`src/rtl/pipelined_ctrl_hazard_unit.sv`:
```
// pipelined_ctrl_hazard_unit: decodes the D-stage instruction once, carries the control word
// through DX/XM/MW and detects load-use, branch-operand and MULT/DIV hazards.
`default_nettype none

module pipelined_ctrl_hazard_unit #(
    parameter int REG_AW     = 5,
    parameter int ALU_CW     = 4,
    parameter int MUL_CYCLES = 4,
    parameter int DIV_CYCLES = 8
) (
    input  logic              clk,
    input  logic              rst_n,
    input  logic              ext_stall,
    input  logic              fd_valid,
    input  logic [31:0]       fd_instr,
    input  logic              fd_rs_eq_rt,
    output logic              stall_fd,
    output logic              flush_fd,
    output logic [1:0]        d_pc_sel,
    output logic              d_is_shift,
    output logic [ALU_CW-1:0] x_alu_ctrl,
    output logic              x_alu_src,
    output logic              x_is_shift,
    output logic              x_md_start,
    output logic              x_md_is_div,
    output logic              md_busy,
    output logic              m_mem_read,
    output logic              m_mem_write,
    output logic              m_reg_write,
    output logic [REG_AW-1:0] m_dst,
    output logic              w_reg_write,
    output logic [REG_AW-1:0] w_dst,
    output logic              w_mem_to_reg,
    output logic              w_is_jal
);

    localparam int CNT_W = $clog2(DIV_CYCLES + 1);

    localparam logic [5:0] OP_RTYPE = 6'b000000;
    localparam logic [5:0] OP_J     = 6'b000010;
    localparam logic [5:0] OP_JAL   = 6'b000011;
    localparam logic [5:0] OP_BEQ   = 6'b000100;
    localparam logic [5:0] OP_BNE   = 6'b000101;
    localparam logic [5:0] OP_ADDI  = 6'b001000;
    localparam logic [5:0] OP_SLTI  = 6'b001010;
    localparam logic [5:0] OP_ANDI  = 6'b001100;
    localparam logic [5:0] OP_ORI   = 6'b001101;
    localparam logic [5:0] OP_XORI  = 6'b001110;
    localparam logic [5:0] OP_LB    = 6'b100000;
    localparam logic [5:0] OP_LW    = 6'b100011;
    localparam logic [5:0] OP_SB    = 6'b101000;
    localparam logic [5:0] OP_SW    = 6'b101011;

    localparam logic [5:0] FN_SLL  = 6'b000000;
    localparam logic [5:0] FN_SRL  = 6'b000010;
    localparam logic [5:0] FN_JR   = 6'b001000;
    localparam logic [5:0] FN_MFHI = 6'b010000;
    localparam logic [5:0] FN_MFLO = 6'b010010;
    localparam logic [5:0] FN_MULT = 6'b011000;
    localparam logic [5:0] FN_DIV  = 6'b011010;
    localparam logic [5:0] FN_ADD  = 6'b100000;
    localparam logic [5:0] FN_SUB  = 6'b100010;
    localparam logic [5:0] FN_AND  = 6'b100100;
    localparam logic [5:0] FN_OR   = 6'b100101;
    localparam logic [5:0] FN_XOR  = 6'b100110;
    localparam logic [5:0] FN_SLT  = 6'b101010;

    localparam logic [ALU_CW-1:0] ALU_ADD = ALU_CW'(0);
    localparam logic [ALU_CW-1:0] ALU_AND = ALU_CW'(1);
    localparam logic [ALU_CW-1:0] ALU_OR  = ALU_CW'(2);
    localparam logic [ALU_CW-1:0] ALU_SLL = ALU_CW'(3);
    localparam logic [ALU_CW-1:0] ALU_SLT = ALU_CW'(4);
    localparam logic [ALU_CW-1:0] ALU_SRL = ALU_CW'(5);
    localparam logic [ALU_CW-1:0] ALU_SUB = ALU_CW'(6);
    localparam logic [ALU_CW-1:0] ALU_XOR = ALU_CW'(7);

    // dst is held at 0 for instructions that do not write a GPR, so dst!=0 is the write enable.
    typedef struct packed {
        logic              valid;
        logic [ALU_CW-1:0] alu_ctrl;
        logic              alu_src;
        logic              is_shift;
        logic              mem_read;
        logic              mem_write;
        logic              mem_to_reg;
        logic              is_jal;
        logic              is_md;
        logic              md_div;
        logic [REG_AW-1:0] dst;
    } ctrl_t;

    function automatic ctrl_t decode(input logic [31:0] ins);
        ctrl_t c;
        logic [5:0] op;
        logic [5:0] fn;
        logic [REG_AW-1:0] rt;
        logic [REG_AW-1:0] rd;
        op = ins[31:26];
        fn = ins[5:0];
        rt = REG_AW'(ins[20:16]);
        rd = REG_AW'(ins[15:11]);
        c = '0;
        c.valid = 1'b1;
        case (op)
            OP_RTYPE: begin
                case (fn)
                    FN_ADD:  begin c.alu_ctrl = ALU_ADD; c.dst = rd; end
                    FN_SUB:  begin c.alu_ctrl = ALU_SUB; c.dst = rd; end
                    FN_AND:  begin c.alu_ctrl = ALU_AND; c.dst = rd; end
                    FN_OR:   begin c.alu_ctrl = ALU_OR;  c.dst = rd; end
                    FN_XOR:  begin c.alu_ctrl = ALU_XOR; c.dst = rd; end
                    FN_SLT:  begin c.alu_ctrl = ALU_SLT; c.dst = rd; end
                    FN_SLL:  begin c.alu_ctrl = ALU_SLL; c.is_shift = 1'b1; c.dst = rd; end
                    FN_SRL:  begin c.alu_ctrl = ALU_SRL; c.is_shift = 1'b1; c.dst = rd; end
                    FN_MFHI: c.dst = rd;
                    FN_MFLO: c.dst = rd;
                    FN_MULT: c.is_md = 1'b1;
                    FN_DIV:  begin c.is_md = 1'b1; c.md_div = 1'b1; end
                    default: ;
                endcase
            end
            OP_ADDI: begin c.alu_ctrl = ALU_ADD; c.alu_src = 1'b1; c.dst = rt; end
            OP_ANDI: begin c.alu_ctrl = ALU_AND; c.alu_src = 1'b1; c.dst = rt; end
            OP_ORI:  begin c.alu_ctrl = ALU_OR;  c.alu_src = 1'b1; c.dst = rt; end
            OP_XORI: begin c.alu_ctrl = ALU_XOR; c.alu_src = 1'b1; c.dst = rt; end
            OP_SLTI: begin c.alu_ctrl = ALU_SLT; c.alu_src = 1'b1; c.dst = rt; end
            OP_LW, OP_LB: begin
                c.alu_src = 1'b1; c.mem_read = 1'b1; c.mem_to_reg = 1'b1; c.dst = rt;
            end
            OP_SW, OP_SB: begin c.alu_src = 1'b1; c.mem_write = 1'b1; end
            OP_BEQ, OP_BNE: c.alu_ctrl = ALU_SUB;
            OP_JAL: begin c.is_jal = 1'b1; c.dst = {REG_AW{1'b1}}; end
            default: ;
        endcase
        return c;
    endfunction

    ctrl_t dx, xm, mw;
    ctrl_t d_ctrl;
    logic [CNT_W-1:0] md_cnt;

    logic [5:0]        d_op, d_fn;
    logic [REG_AW-1:0] d_rs, d_rt;
    logic d_beq, d_bne, d_jr, d_jump, d_md_class, d_reads_rt, d_br_rt;
    logic ld_use, br_haz, md_haz, hazard;
    logic dx_match, xm_match;
    logic md_advance;
    logic unused_bits;

    assign d_op   = fd_instr[31:26];
    assign d_fn   = fd_instr[5:0];
    assign d_rs   = REG_AW'(fd_instr[25:21]);
    assign d_rt   = REG_AW'(fd_instr[20:16]);
    assign d_ctrl = decode(fd_instr);

    assign d_beq      = (d_op == OP_BEQ);
    assign d_bne      = (d_op == OP_BNE);
    assign d_jr       = (d_op == OP_RTYPE) && (d_fn == FN_JR);
    assign d_jump     = (d_op == OP_J) || (d_op == OP_JAL);
    assign d_md_class = (d_op == OP_RTYPE) &&
                        ((d_fn == FN_MULT) || (d_fn == FN_DIV) ||
                         (d_fn == FN_MFHI) || (d_fn == FN_MFLO));
    assign d_reads_rt = (d_op == OP_RTYPE) || d_beq || d_bne ||
                        (d_op == OP_SW) || (d_op == OP_SB);
    assign d_br_rt    = d_beq || d_bne;

    assign ld_use   = dx.mem_read && (dx.dst != '0) &&
                      ((dx.dst == d_rs) || (d_reads_rt && (dx.dst == d_rt)));
    assign dx_match = (dx.dst != '0) && ((dx.dst == d_rs) || (d_br_rt && (dx.dst == d_rt)));
    assign xm_match = (xm.dst != '0) && ((xm.dst == d_rs) || (d_br_rt && (xm.dst == d_rt)));
    assign br_haz   = (d_beq || d_bne || d_jr) && (dx_match || (xm.mem_read && xm_match));
    assign md_haz   = d_md_class && (md_busy || dx.is_md);
    assign hazard   = fd_valid && (ld_use || br_haz || md_haz);

    assign md_advance = dx.is_md && !ext_stall;
    assign md_busy    = (md_cnt != '0);

    always_ff @(posedge clk or negedge rst_n) begin
        if (!rst_n) begin
            dx     <= '0;
            xm     <= '0;
            mw     <= '0;
            md_cnt <= '0;
        end else begin
            if (md_advance) begin
                md_cnt <= dx.md_div ? CNT_W'(DIV_CYCLES) : CNT_W'(MUL_CYCLES);
            end else if (md_cnt != '0) begin
                md_cnt <= md_cnt - CNT_W'(1);
            end
            if (!ext_stall) begin
                mw <= xm;
                xm <= dx;
                dx <= (hazard || !fd_valid) ? '0 : d_ctrl;
            end
        end
    end

    // D-side outputs are forced low while reset is asserted, independent of fd_* inputs.
    always_comb begin
        stall_fd   = 1'b0;
        flush_fd   = 1'b0;
        d_pc_sel   = 2'd0;
        d_is_shift = 1'b0;
        if (rst_n) begin
            stall_fd   = ext_stall || hazard;
            d_is_shift = fd_valid && d_ctrl.is_shift;
            if (!stall_fd && fd_valid) begin
                if (d_jump) begin
                    d_pc_sel = 2'd1;
                end else if ((d_beq && fd_rs_eq_rt) || (d_bne && !fd_rs_eq_rt)) begin
                    d_pc_sel = 2'd2;
                end else if (d_jr) begin
                    d_pc_sel = 2'd3;
                end
            end
            flush_fd = (d_pc_sel != 2'd0);
        end
    end

    assign x_alu_ctrl   = dx.alu_ctrl;
    assign x_alu_src    = dx.alu_src;
    assign x_is_shift   = dx.is_shift;
    assign x_md_start   = md_advance;
    assign x_md_is_div  = dx.md_div;

    assign m_mem_read   = xm.mem_read;
    assign m_mem_write  = xm.mem_write;
    assign m_reg_write  = xm.valid && (xm.dst != '0);
    assign m_dst        = xm.dst;

    assign w_reg_write  = mw.valid && (mw.dst != '0) && !ext_stall;
    assign w_dst        = mw.dst;
    assign w_mem_to_reg = mw.mem_to_reg;
    assign w_is_jal     = mw.is_jal;

    assign unused_bits  = ^{fd_instr[10:6], mw};

endmodule

`default_nettype wire

```
`config.mk`:
```
export PLATFORM = sky130hd
export DESIGN_NAME = pipelined_ctrl_hazard_unit
export DESIGN_NICKNAME = d
export VERILOG_FILES = /design/src/rtl/pipelined_ctrl_hazard_unit.sv
export SDC_FILE = /design/constraint.sdc
export NUM_CORES = 1
export LEC_CHECK = 0
export CAP_MARGIN = 40
export CORE_MARGIN = 2
export CORE_UTILIZATION = 40
export DETAILED_ROUTE_END_ITERATION = 10
export PLACE_DENSITY = 0.69
export SYNTH_ARGS = -nofsm -noshare
export SYNTH_HDL_FRONTEND = slang
export SYNTH_SLANG_ARGS = --single-unit
```
`constraint.sdc`:
```
create_clock -name clk -period 3.6 [get_ports clk]
set_input_delay 0.72 -clock clk [delete_from_list [all_inputs] [get_ports clk]]
set_output_delay 0.72 -clock clk [all_outputs]
set_load 0.005 [all_outputs]
```
==> out/results.txt, run 1 <==
Total Wirelength: 6578 µm
EDFF count, synth: 0
DRC: 0
CTS Hold Buffers Added: 0
WHS: 0.4855 ns
Post-synthesis simple-gate area fraction: 0.1936
Antenna cells: 0
Worst slew margin: 0.6223
Worst Tran Pin Value: 0.5640 ns
TritonCTS clock tree: done
Tot GR Track Use: 0.1999
Final worst path period share: 0.9822
Routability-driven placement congestion ratio: 0.8646
Setup Viol. Count Final: 0
DP HPWL: 4775 µm
ANT nets after route: 0
Vias in the first global route: 2129
Crit path capture type: primary output
Layout net count: 379
Hold Crit Class: register to register
Max-capacitance violation count: 0
H-tree levels: 2
Die Footprint: 0.006800 mm²
Synthesized instance count: 260
CTS Sinks: 37
Largest family of logic cells by synthesized area: simple AND/OR/NAND/NOR gates
CP startpoint kind: primary input
#FFs+latches synth: 37
Sequential area share after synthesis: 0.3760
Post-Synth Adder-Cell Area: 0.01016
Synth warn: 0
Total Power: 1.105 mW
Clock latency on the worst-skew pair: 0.29 ns
Min Tclk post-route: 3.536 ns
Logic pwr share: 0.298
Placed cells: 401
Post-Syn Area: 0.002462 mm²
Multi-input gate area: 0.001441 mm²
Max Fclk: 282.8 MHz
Syn nets: 299
Area grow syn2layout: 41.46%
Antenna violations before repair: 0
Max FFs per register: 10
Distinct cells, synth: 54
Synth top area cells: dfrtp_1, mux2_2, xor2_1
First-pass GRT wire length: 10180 µm
Met3 WL post-DR: 345 µm
Critical Path Fanout Max: 2
DR vias: 2271
Wire length on met2: 3269 µm
XOR/XNOR Fraction of Synth Area: 0.08537
CP Class: primary input to primary output
Mux share of post-synthesis cell area: 0.07774
Drt wl/cell: 15.81 µm
Switching share of power: 0.3043
Final hold vios: 0
CTS Buf Count: 5
DR iter-0 viols: 128
Critical path arrival: 2.82 ns
Critical Path RT: 2.88 ns
TritonRoute pass-1 iters: 5
I/O Buffers: 60
Top routing layer used: met4
Synth area leader: dfrtp_1
Top-count cell post-synth: dfrtp_1
Internal Power: 0.7689 mW
Largest net degree at the start of global routing: 38
Ys flop type: dfrtp_1
Syn Area/Cell: 9.471 µm²
Compound-Gate Fraction of Synth Area: 0.1657
Area share of the largest cell type after synthesis: 0.3760
Commonest cells post-synth: dfrtp_1, nand2_1, nor2_1, xor2_1, mux2_2
Filler cells: 502
Layout cells sized above 1: 0.2698
Sw Pwr: 0.3364 mW
Rows: 28
Vias/cell: 5.459
Die width: 82.46 µm
Setup WS post-layout: 0.06403 ns
I/O pins: 67
Die Y-Extent: 82.46 µm
Status: finished, final reports clean
Post-synthesis async set-or-reset flop share: 1.000
Core box area: 0.005921 mm²
PwrDens: 317.3 mW/mm²
Setup slack after placement: -0.5916 ns
Final Non-Filler Cells: 416
Remaining global-route overflow: 0
Slew Limit Fails: 0
Clk buf depth: 2
Fin Clk Skew: 0.008669 ns
Largest Register: dx
Met1 WL: 2849 µm
Sequential cell area: 925.9 µm²
Reg power frac: 0.432
Initial Utilization: 0.4159
Clk Tree Root Cell: clkbuf_8
Clk slew on worst S/H paths: 0.08 ns
Clk pwr share: 0.270
Maximum VDD drop: 0.1713 mV
Leakage: 1.554 nW
==> cell usage in the layout (no fill, tap or decap), types with 3 or more instances in the layout <==
cell type,instances
a2111oi_4,3
nand2_1,25
or3_4,3
clkbuf_8,5
dfrtp_1,37
inv_1,8
o21a_1,3
o22ai_1,3
nor3_1,7
mux2_2,17
a31oi_1,3
o31ai_1,9
a21oi_1,5
dlymetal6s2s_1,5
xor2_1,18
nor2_1,19
a221oi_1,5
o21ai_0,5
xnor2_1,6
clkdlybuf4s50_1,48
buf_4,40
nand3_1,7
buf_2,4
nand2b_1,5
a32o_1,6
==> cell type report <==
| type | instances | area share |
|---|---|---|
| Clock buffer | 5 | 0.01976 |
| Tap cell | 75 | 0.02694 |
| Sequential cell | 37 | 0.2658 |
| Inverter | 8 | 0.008621 |
| Clock inverter | 3 | 0.006106 |
| Multi-Input combinational cell | 187 | 0.4138 |
| Timing Repair Buffer | 101 | 0.2590 |
==> power by group through the flow <==
stage               registers (mW)  logic [mW]  clock network [mW]
finish                       0.477       0.329               0.299
global route                 0.483       0.365               0.331
CTS                          0.478       0.328               0.311
detailed placement           0.486       0.318                   0
global placement             0.483       0.313                   0
floorplan                    0.483       0.176                   0
==> layer usage <==
| layer | vias to the layer above | track usage |
|---|---|---|
| met5 | - | 0 |
| met4 | 0 | 0.06333 |
| met3 | 15 | 0.03804 |
| met2 | 77 | 0.3419 |
| met1 | 1090 | 0.2539 |
| li1 | 1089 | - |
==> cells by family (layout without fill, tap and decap cells) <==
logic type / Yosys count / after routing
multiplexers: 17 / 17
adder cells (fa/ha/maj): 2 / 2
other: 1 / 1
XOR/XNOR: 24 / 24
flip-flops: 37 / 37
buffers and inverters: 36 / 117
AND/OR/NAND/NOR: 89 / 89
AO/OA/AOI/OAI: 54 / 54
==> through the flow <==
step | setup TNS, ns | utilization | cell area [µm²]
6_report | 0 | 0.5883 | 3483
5_1_grt | -0.006000 | 0.5883 | 3483
4_1_cts | 0 | 0.5759 | 3410
3_5_place_dp | -1.892 | 0.5431 | 3216
3_3_place_gp | -1.939 | 0.5431 | 3216
2_1_floorplan | 0 | - | 2462
==> timing repair <==
action | in CTS | in global routing
pin swaps | 10 | 12
buffers inserted | 6 | 3
hold endpoints to repair | 0 | 0
endpoints found under the setup margin | 4 | 5
resized for setup | 32 | 13
==> critical path, stage by stage <==
cell             delay (ns)
clkdlybuf4s50_1        0.49
xor2_1                 0.20
nor2_1                 0.08
and3_2                 0.24
o211ai_1               0.21
o311a_4                0.20
buf_4                  0.12
nand2_4                0.05
a2111oi_4              0.34
buf_2                  0.17
==> worst paths after layout <==
path	from	to	slack, ns	depth (start not counted)
worst max-delay path	fd_instr[26]	d_pc_sel[0]	0.06	10
max in group asynchronous	rst_n	md_cnt[1]	2.70	2
worst min-delay path	dx[7]	dx[7]	0.49	2
worst max register to register	md_cnt[0]	dx[7]	1.26	9
worst min register to register	dx[7]	dx[7]	0.49	2
min in group asynchronous	rst_n	mw[17]	0.57	2
(Power assumes the default switching activity.)
==> run 2, diff against run 1 <==
--- a/config.mk
+++ b/config.mk
@@ -6,10 +6,10 @@
 export NUM_CORES = 1
 export LEC_CHECK = 0
 export CAP_MARGIN = 40
-export CORE_MARGIN = 2
-export CORE_UTILIZATION = 40
+export CORE_UTILIZATION = 35
 export DETAILED_ROUTE_END_ITERATION = 10
-export PLACE_DENSITY = 0.69
+export GPL_TIMING_DRIVEN = 0
+export PLACE_DENSITY = 0.62
 export SYNTH_ARGS = -nofsm -noshare
 export SYNTH_HDL_FRONTEND = slang
 export SYNTH_SLANG_ARGS = --single-unit
==> run 2 against run 1 <==
  * Critical path depth down 1
  * Wire length up 1.8%
  * Clock-buffer cell count unchanged
  * First-iteration DRC count down 38%
  * Sequential power up 2%
  * Via count down 2.0%
  * Worst setup slack better by 0.048 ns
  * Clock skew about the same
  * Highest routed layer unchanged
  * Largest cell class unchanged
  * Maximum frequency up 1.4%
==> out/results.txt, run 2 (same netlist as run 1, synthesis figures left out) <==
TritonRoute pass-1 iters: 4 (-1)
RSZ-0062 raised after global routing: false
Routability-driven placement congestion ratio: 0.8574 (-0.83%)
Die Y-Extent: 85.88 µm (+4.1%)
Vias/cell: 5.129 (-6.0%)
Maximum VDD drop: 0.1926 mV (+12%)
Largest Register: dx
Max FFs per register: 10 (unchanged)
Core box area: 0.006794 mm² (+15%)
Layout cells sized above 1: 0.2544 (-0.01536)
Max stage delay cell, worst path: or3_4
CP Launch Point: fd_instr[30]
Clk slew on worst S/H paths: 0.09 ns (about the same)
Final hold vios: 0 (unchanged)
DR vias: 2226 (-2.0%)
Critical Path RT: 2.88 ns (about the same)
Critical Path Max Stage Delay: 0.39 ns (-0.10 ns)
CP startpoint kind: primary input
DRC: 0 (unchanged)
Tot GR Track Use: 0.1910 (-0.008885)
Max Fclk: 286.7 MHz (+1.4%)
CP Class: primary input to primary output
Remaining global-route overflow: 0 (unchanged)
Antenna violations before repair: 0 (unchanged)
Initial Utilization: 0.3624 (-0.05346)
I/O pins: 67 (unchanged)
Area grow syn2layout: 42.38%
Layout net count: 376 (-0.79%)
Final Non-Filler Cells: 434 (+4.3%)
Worst slew margin: 0.6117 (-0.01055)
Clk Tree Root Cell: clkbuf_8
Final worst path period share: 0.9690 (-0.01322)
Drt wl/cell: 15.42 µm (-2.5%)
Most frequent cells in the layout: clkdlybuf4s50_1, dfrtp_1, buf_4
Rows: 30 (+7.1%)
Final instance area: 0.003506 mm² (+0.65%)
Status: finished, final reports clean
Fin Clk Skew: 0.008195 ns (-0.0004741 ns)
Hold Crit Class: primary input to asynchronous set/reset pin
Worst r2r src: md_cnt[0]
Placed cells: 414 (+3.2%)
Most common cell after layout, fill and taps aside: clkdlybuf4s50_1
Setup WS post-layout: 0.1116 ns (+0.04760 ns)
FF-to-FF End: dx[7]
DR iter-0 viols: 79 (-38%)
Crit path capture type: primary output
Die width: 85.88 µm (+4.1%)
Critical Path Fanout Max: 7 (+5)
Cells along the critical path: dlygate4sd2_1 -> or2_4 -> or3_4 -> a221o_1 -> o311a_2 -> and2_4 -> buf_6 -> o21ai_2 -> buf_2
PwrDens: 349.9 mW/mm² (+10%)
Setup TNS: 0 ns (unchanged)
Total Wirelength: 6694 µm (+1.8%)
ANT nets after route: 0 (unchanged)
Slew Limit Fails: 0 (unchanged)
Clk buf depth: 2 (unchanged)
Clock latency on the worst-skew pair: 0.30 ns (about the same)
Critical path arrival: 2.77 ns (-0.05 ns)
Final core utilization: 0.5160 (-0.07231)
Setup Viol. Count Final: 0 (unchanged)
CTS Buf Count: 5 (unchanged)
CTS Sinks: 37 (unchanged)
Max-capacitance violation count: 0 (unchanged)
Largest net degree at the start of global routing: 30 (-21%)
R2r setup slk: 1.19 ns (-0.07 ns)
DP HPWL: 4849 µm (+1.6%)
CTS Hold Buffers Added: 0 (unchanged)
Die Footprint: 0.007375 mm² (+8.5%)
WHS: 0.2916 ns (-0.1939 ns)
Placed inst area: 0.003168 mm² (-1.5%)
Min Tclk post-route: 3.488 ns (-0.04760 ns)
Worst Tran Pin Value: 0.5797 ns (+0.01576 ns)
Antenna cells: 0 (unchanged)
H-tree levels: 2 (unchanged)
TritonCTS clock tree: done
Setup slack after placement: -0.7486 ns (-0.1570 ns)
First-pass GRT wire length: 10940 µm (+7.5%)
Leakage: 1.557 nW (+0.19%)
I/O Buffers: 57 (-5.0%)
Reg2Reg Depth: 9 (unchanged)
Vias in the first global route: 2197 (+3.2%)
Total Power: 1.227 mW (+11%)
-- run 2: cell types whose count changed in the layout (fill, tap and decap cells not counted), moves of 2 or more --
cell             change
bufinv_16            +2
dlygate4sd2_1        +9
dlymetal6s2s_1       -2
clkbuf_8             +2
nor4_2               +2
clkdlybuf4s50_1      -7
clkbuf_1             +7
buf_6                +2
buf_4               -13
-- run 2: routing by layer --
metal | track usage | vias to the layer above | wire length, µm
li1 | - | 1078 | -
met1 | 0.2659 | 1065 | 3157
met2 | 0.3016 | 74 | 3123
met3 | 0.03369 | 9 | 326
met4 | 0.06061 | 0 | 87
met5 | 0 | - | 0
-- run 2: what timing repair did --
item | in CTS | in global routing
resized for setup | 33 | 11
cloned | 0 | 0
pin swaps | 8 | 8
setup buffers | 13 | 0
endpoints found under the setup margin | 4 | 4
-- run 2: final cells by class --
| cell class | count | area, µm² |
|---|---|---|
| sequential | 37 | 925.9 |
| inverter | 8 | 30.03 |
| clock buffer | 5 | 68.82 |
| multi-input combinational | 187 | 1423 |
| buffer | 27 | 197.7 |
| tap | 96 | 120.1 |
| clock inverter | 3 | 68.82 |
| fill | 631 | 3288 |
| timing repair buffer | 71 | 671.9 |
-- run 2: report_power, final --
| group | switching (mW) | internal, mW | leakage (nW) |
|---|---|---|---|
| registers | 0.0321 | 0.453 | 0.501 |
| clock network | 0.166 | 0.279 | 0.0687 |
| logic | 0.140 | 0.156 | 0.988 |
-- run 2: worst max path at each step --
| stage | endpoint | slack (ns) | depth (start not counted) |
|---|---|---|---|
| after floorplan | stall_fd | 0.45 | 8 |
| after global placement | flush_fd | -1.04 | 4 |
| after detailed placement | stall_fd | -0.75 | 9 |
| after CTS | stall_fd | 0.002 | 10 |
| after global routing | d_pc_sel[0] | 0.009 | 9 |
| final | stall_fd | 0.11 | 9 |
-- run 2: worst max-delay path: cells and delay by family --
| family | cells | cell delay, ns |
|---|---|---|
| buf+inv | 3 | 0.56 |
| compound gates | 3 | 0.63 |
| simple gates | 3 | 0.85 |
